$ cat config.mk
export PLATFORM = sky130hd
export DESIGN_NAME = sp_vacc
export DESIGN_NICKNAME = d
export VERILOG_FILES = /design/src/rtl/sp_vacc.sv
export SDC_FILE = /design/constraint.sdc
export NUM_CORES = 1
export LEC_CHECK = 0
export CORE_MARGIN = 2
export CORE_UTILIZATION = 60
export CTS_BUF_LIST = sky130_fd_sc_hd__clkbuf_8
export DETAILED_ROUTE_END_ITERATION = 12
export PLACE_DENSITY = 0.94
export RECOVER_POWER = 100
export SKIP_CTS_REPAIR_TIMING = 1
export SYNTH_ARGS = -nofsm -noshare
export SYNTH_HDL_FRONTEND = slang
export SYNTH_SLANG_ARGS = --single-unit
$ cat constraint.sdc
create_clock -name clk -period 9.5 [get_ports clk]
set_input_delay 0.95 -clock clk [delete_from_list [all_inputs] [get_ports clk]]
set_output_delay 0.95 -clock clk [all_outputs]
set_load 0.02 [all_outputs]
$ cat src/rtl/sp_vacc.sv
// Vector accumulator driving one external single-port read-before-write RAM.
// Each result is written into the slot issued RAM_LATENCY cycles after its read, so the storage base rotates every pass.
module sp_vacc #(
  parameter int IN_WIDTH    = 18,
  parameter int D_WIDTH     = 32,
  parameter int A_WIDTH     = 10,
  parameter int RAM_LATENCY = 2,
  parameter int LEN_WIDTH   = 16
) (
  input  logic                       clk,
  input  logic                       rst,
  input  logic [LEN_WIDTH-1:0]       acc_len,
  input  logic signed [IN_WIDTH-1:0] din,
  input  logic                       din_valid,
  output logic                       din_ready,
  output logic [A_WIDTH-1:0]         ram_addr,
  output logic                       ram_we,
  output logic [D_WIDTH-1:0]         ram_din,
  input  logic [D_WIDTH-1:0]         ram_dout,
  output logic [D_WIDTH-1:0]         dout,
  output logic                       dout_valid,
  output logic                       dout_last,
  output logic                       gap_err,
  output logic                       ovf
);

  localparam int JW = (RAM_LATENCY > 1) ? $clog2(RAM_LATENCY) : 1;

  typedef enum logic [1:0] {
    S_IDLE  = 2'd0,
    S_ACCUM = 2'd1,
    S_FLUSH = 2'd2
  } state_t;

  state_t                 r_state;
  state_t                 w_state_next;
  logic [A_WIDTH-1:0]     r_base;
  logic [A_WIDTH-1:0]     r_k;
  logic [A_WIDTH-1:0]     r_addr;
  logic [LEN_WIDTH-1:0]   r_pass;
  logic [LEN_WIDTH-1:0]   r_len;
  logic [JW-1:0]          r_j;
  logic                   r_first;
  logic                   r_final;

  logic                   w_accept;
  logic                   w_last_elem;
  logic                   w_flush_done;
  logic signed [IN_WIDTH-1:0] w_sample;
  logic [LEN_WIDTH-1:0]   w_len_in;
  logic [LEN_WIDTH-1:0]   w_len_eff;
  logic                   w_first_now;
  logic                   w_final_now;

  // Per-element pipeline from accept to result, RAM_LATENCY+1 stages deep.
  logic                       r_pv     [0:RAM_LATENCY];
  logic                       r_pfirst [0:RAM_LATENCY];
  logic                       r_pfinal [0:RAM_LATENCY];
  logic                       r_plast  [0:RAM_LATENCY];
  logic signed [IN_WIDTH-1:0] r_ps     [0:RAM_LATENCY];

  logic signed [D_WIDTH-1:0] w_old;
  logic signed [D_WIDTH-1:0] w_addend;
  logic signed [D_WIDTH-1:0] w_sum;
  logic                      w_ovf;
  logic                      w_emit;

  logic [D_WIDTH-1:0] r_dout;
  logic               r_dout_valid;
  logic               r_dout_last;
  logic               r_gap;
  logic               r_ovf;

  assign w_accept     = ((r_state == S_IDLE) && din_valid) || (r_state == S_ACCUM);
  assign w_last_elem  = (r_k == {A_WIDTH{1'b1}});
  assign w_flush_done = (r_state == S_FLUSH) && (r_j == JW'(RAM_LATENCY - 1));
  assign w_sample     = ((r_state == S_ACCUM) && !din_valid) ? '0 : din;
  assign w_len_in     = (acc_len == '0) ? LEN_WIDTH'(1) : acc_len;
  assign w_len_eff    = (r_pass == '0) ? w_len_in : r_len;
  // Pass flags are computed once at element 0 and then held for the whole vector.
  assign w_first_now  = (r_state == S_IDLE) ? (r_pass == '0) : r_first;
  assign w_final_now  = (r_state == S_IDLE) ? (r_pass == (w_len_eff - LEN_WIDTH'(1))) : r_final;

  always_ff @(posedge clk or posedge rst) begin
    if (rst) begin
      r_state <= S_IDLE;
    end else begin
      r_state <= w_state_next;
    end
  end

  always_comb begin
    w_state_next = r_state;
    din_ready    = 1'b1;
    case (r_state)
      S_IDLE: begin
        if (din_valid) w_state_next = S_ACCUM;
      end
      S_ACCUM: begin
        if (w_last_elem) w_state_next = S_FLUSH;
      end
      S_FLUSH: begin
        din_ready = 1'b0;
        if (w_flush_done) w_state_next = S_IDLE;
      end
      default: w_state_next = S_IDLE;
    endcase
  end

  always_ff @(posedge clk or posedge rst) begin
    if (rst) begin
      r_k     <= '0;
      r_base  <= '0;
      r_pass  <= '0;
      r_len   <= LEN_WIDTH'(1);
      r_j     <= '0;
      r_first <= 1'b0;
      r_final <= 1'b0;
      r_addr  <= '0;
    end else begin
      if (w_accept) begin
        r_k <= r_k + 1'b1;
      end
      if ((r_state == S_IDLE) && din_valid) begin
        r_first <= w_first_now;
        r_final <= w_final_now;
        if (r_pass == '0) r_len <= w_len_in;
      end
      if (r_state == S_FLUSH) begin
        if (w_flush_done) begin
          r_j    <= '0;
          r_base <= r_base + A_WIDTH'(RAM_LATENCY);
          r_pass <= r_final ? '0 : r_pass + 1'b1;
        end else begin
          r_j <= r_j + 1'b1;
        end
      end
      // Flush slots wrap to the start of the current base, i.e. base+VLEN+j.
      if (w_accept) begin
        r_addr <= r_base + r_k;
      end else if (r_state == S_FLUSH) begin
        r_addr <= r_base + A_WIDTH'(r_j);
      end
    end
  end

  genvar gi;
  generate
    for (gi = 0; gi <= RAM_LATENCY; gi++) begin : g_stage
      if (gi == 0) begin : g_head
        always_ff @(posedge clk or posedge rst) begin
          if (rst) begin
            r_pv[0]     <= 1'b0;
            r_pfirst[0] <= 1'b0;
            r_pfinal[0] <= 1'b0;
            r_plast[0]  <= 1'b0;
            r_ps[0]     <= '0;
          end else begin
            r_pv[0]     <= w_accept;
            r_pfirst[0] <= w_first_now;
            r_pfinal[0] <= w_final_now;
            r_plast[0]  <= w_accept && w_last_elem;
            r_ps[0]     <= w_sample;
          end
        end
      end else begin : g_tail
        always_ff @(posedge clk or posedge rst) begin
          if (rst) begin
            r_pv[gi]     <= 1'b0;
            r_pfirst[gi] <= 1'b0;
            r_pfinal[gi] <= 1'b0;
            r_plast[gi]  <= 1'b0;
            r_ps[gi]     <= '0;
          end else begin
            r_pv[gi]     <= r_pv[gi-1];
            r_pfirst[gi] <= r_pfirst[gi-1];
            r_pfinal[gi] <= r_pfinal[gi-1];
            r_plast[gi]  <= r_plast[gi-1];
            r_ps[gi]     <= r_ps[gi-1];
          end
        end
      end
    end
  endgenerate

  // The first pass never trusts RAM, so stale contents need no clearing.
  assign w_old    = r_pfirst[RAM_LATENCY] ? '0 : ram_dout;
  assign w_addend = D_WIDTH'(r_ps[RAM_LATENCY]);
  assign w_sum    = w_old + w_addend;
  assign w_ovf    = (w_old[D_WIDTH-1] == w_addend[D_WIDTH-1]) &&
                    (w_sum[D_WIDTH-1] != w_old[D_WIDTH-1]);
  assign w_emit   = r_pv[RAM_LATENCY] && r_pfinal[RAM_LATENCY];

  always_ff @(posedge clk or posedge rst) begin
    if (rst) begin
      r_dout       <= '0;
      r_dout_valid <= 1'b0;
      r_dout_last  <= 1'b0;
      r_gap        <= 1'b0;
      r_ovf        <= 1'b0;
    end else begin
      r_dout_valid <= w_emit;
      r_dout_last  <= w_emit && r_plast[RAM_LATENCY];
      if (w_emit) r_dout <= w_sum;
      if ((r_state == S_ACCUM) && !din_valid) r_gap <= 1'b1;
      if (r_pv[RAM_LATENCY] && w_ovf) r_ovf <= 1'b1;
    end
  end

  assign ram_addr   = r_addr;
  assign ram_we     = r_pv[RAM_LATENCY];
  assign ram_din    = r_pv[RAM_LATENCY] ? w_sum : '0;
  assign dout       = r_dout;
  assign dout_valid = r_dout_valid;
  assign dout_last  = r_dout_last;
  assign gap_err    = r_gap;
  assign ovf        = r_ovf;

endmodule

==> results.sh <==
export IMPL_outcome="finished with violations"
export IMPL_failed_checks="capacitance limit, slew limit"
export IMPL_vias_per_cell=5.94
export IMPL_worstHoldPathCells=0
export IMPL_clock_sinks=168
export IMPL_initial_antenna_violation_count=0
export IMPL_synth_ff_type="dfrtp_1"
export IMPL_worst_skew_pair_late_latency_ns=0.46
export IMPL_antenna_diode_count=0
export IMPL_die_height_um=129
export IMPL_ys_ff_latch=168
export IMPL_timing_worst_slew_pin_value_ns=3.90
export IMPL_final_hold_violation_count=0
export IMPL_grt_start_max_net_pins=90
export IMPL_max_cap_viol_count=2
export IMPL_crit_path_max_fanout=25
export IMPL_final_setup_tns_ns=0
export IMPL_count_of_nets_after_finishing=1159
export IMPL_globalplace_congestion=0.948
export IMPL_drt_drc_violations_left=0
export IMPL_num_vias=7394
export IMPL_rsz0062_at_grt="no"
export IMPL_synthDistinctLibCells=71
export IMPL_cp_data_arrival_time_ns=6.53
export IMPL_synthArstFlopShare_pct=100
export IMPL_design_portCount=149
export IMPL_cts_root_buf="clkbuf_8"
export IMPL_layout_cells_most_common="dfrtp_1"
export IMPL_start_kind="flop"
export IMPL_final_core_utilization_pct=74.9
export IMPL_cts_htree_levels=4
export IMPL_cts_tree="yes"
export IMPL_power_per_unit_of_standard_cell_area_nw_per_um2=164
export IMPL_required_time_worst_endpoint_ns=9.89
export IMPL_yosysTopAreaCellShare_pct=44.6
export IMPL_synth_warning_count=0
export IMPL_drt_pre_antenna_iters=7
export IMPL_detail_routed_net_length_per_standard_cell_um=16.9
export IMPL_area_growth_pct=21.6
export IMPL_coreArea_sq_um=15200
export IMPL_placement_setup_worst_slack_ns=3.94
export IMPL_portBuffers=148
export IMPL_static_leakage_power_nw=5.15
export IMPL_grt_usage_pct=25.9
export IMPL_final_period_utilization_pct=64.7
export IMPL_finalSetupViolCount=0
export IMPL_synth_top_area_cell="dfrtp_1"
export IMPL_synth_top_cells_by_area="dfrtp_1, ha_1, mux2_2, xnor2_1, nor2b_1"
export IMPL_wire_length_of_the_first_global_routing_pass_um=34200
export IMPL_drt_first_iter_violations=592
export IMPL_hold_path_class="reg -> reg"
export IMPL_initial_cell_density_of_the_core_pct=61.6
export IMPL_synthesis_nets=1011
export IMPL_synth_seq_area_share_pct=44.9
export IMPL_postRouteWirelength_um=21000
export IMPL_final_setup_skew_ns=0.0130
export IMPL_post_route_min_period_ns=6.15
export IMPL_cts_buffer_depth=2
export IMPL_worst_setup_path_category="reg -> reg"
export IMPL_syn_inst=896
export IMPL_gr_total_overflow=0
export IMPL_clock_pin_slew_reported_for_the_worst_setup_and_hold_paths_after_clock_tree_synthesis_ns=0.09
export IMPL_vdd_drop_max_v=0.000128
export IMPL_avgSynthCellArea_sq_um=10.5
export IMPL_hpwlAfterDp_um=15100
export IMPL_worst_slew_margin_rel_pct=-161
export IMPL_timing_reg2reg_worst_path_depth=14
export IMPL_remaining_number_of_nets_flagged_by_the_antenna_check_after_routing=0
export IMPL_fmax_mhz=163
export IMPL_vias_in_the_first_global_route=7154
export IMPL_maxSlewViolCount=110
export IMPL_netlist_area_sq_um=9370
export IMPL_setup_worst_path_end_class="flop"
export IMPL_placementRows=45
export IMPL_final_cell_mix="dfrtp_1, dlygate4sd3_1, clkdlybuf4s50_1"
export IMPL_tritoncts_num_buffers=17
export IMPL_finalWorstSetupSlack_ns=3.35
export IMPL_synth_enable_flop_cells=0
export IMPL_post_route_cells_drive_above_1_share_pct=8.81
export IMPL_die_width_um=129
export IMPL_design_die_area_sq_um=16600
cell families after synthesis:
family                   after synthesis  share of synthesized area [%]
multiplexers                          63                           7.40
XOR/XNOR                              83                           7.92
flip-flops                           168                           44.9
AND/OR/NAND/NOR                      318                           19.6
adder cells (fa/ha/maj)               46                           6.30
AO/OA/AOI/OAI                        168                           11.6
buffers and inverters                 50                           2.32
layout make-up:
class                      count  area (sq um)
multi-input combinational    678          4920
sequential                   168          4210
fill                        1053          3810
timing repair buffer         153          1520
clock buffer                  19           262
tap                          188           235
clock inverter                12           153
inverter                      26          98.8
per-stage QoR:
| stage | instances | cell area [sq um] | hold slack (ns) | power, W |
|---|---|---|---|---|
| 2_1_floorplan | 896 | 9370 | 0.331 | 0.00116 |
| 3_5_place_dp | 1213 | 11000 | 0.335 | 0.00137 |
| 4_1_cts | 1244 | 11400 | 0.348 | 0.00190 |
| 3_3_place_gp | 1213 | 11000 | 0.332 | 0.00136 |
| 6_report | 1244 | 11400 | 0.344 | 0.00187 |
| 5_1_grt | 1244 | 11400 | 0.356 | 0.00196 |
critical path, stage by stage, from the launching register on:
cell     delay [ns]
dfrtp_1        0.46
inv_1          0.14
ha_1           0.16
nor4b_1        0.48
nand4_1        1.09
a21oi_1        0.56
ha_1           0.27
nor3b_1        0.99
nand4_1        0.21
xor2_1         0.23
or3b_2         0.45
a22oi_1        0.22
o21ai_0        0.13
or4_4          0.55
o21ai_2        0.12
power breakdown:
part | internal (W) | switching [W] | total, W
logic | 0.000236 | 0.000265 | 0.000500
registers | 0.000785 | 0.0000515 | 0.000836
clock network | 0.000272 | 0.000260 | 0.000532
total | 0.00129 | 0.000576 | 0.00187
worst paths after layout:
check	start	endpoint	slack (ns)
min in group asynchronous	rst	dout[17]	2.13
max	r_pass[0]	r_final	3.35
max in group asynchronous	rst	r_pv[1]	5.15
min	r_ps[24]	r_ps[6]	0.34
min reg2reg	r_ps[24]	r_ps[6]	0.34
max reg2reg	r_pass[0]	r_final	3.35
per-layer routing:
metal  GRT usage [%]  up-vias  share of wire [%]
li1                -     3492                  -
met1            33.3     3536                 42
met2            44.6      312                 49
met3            4.12       54                6.1
met4            9.59        0                2.5
met5               0        -                  0
flip-flops by register name (all words and copies together), names as in the netlist, 3 cells and up:
register	cells
r_ps	54
r_base	9
dout	32
r_plast	3
r_k	10
r_pass	16
r_len	16
ram_addr	10
r_pfinal	3
r_pfirst	3
cells in the mapped netlist, drive strengths merged (16+ instances only):
library cell,count
xnor2,55
nor2,52
nand3,22
a21oi,47
and2,38
nor4,17
nand2,49
inv,26
clkbuf,16
mux2,50
a21o,18
ha,44
nor2b,53
o21ai,34
nand4,16
xor2,27
dfrtp,167
Power figures use the tool's default switching activity.
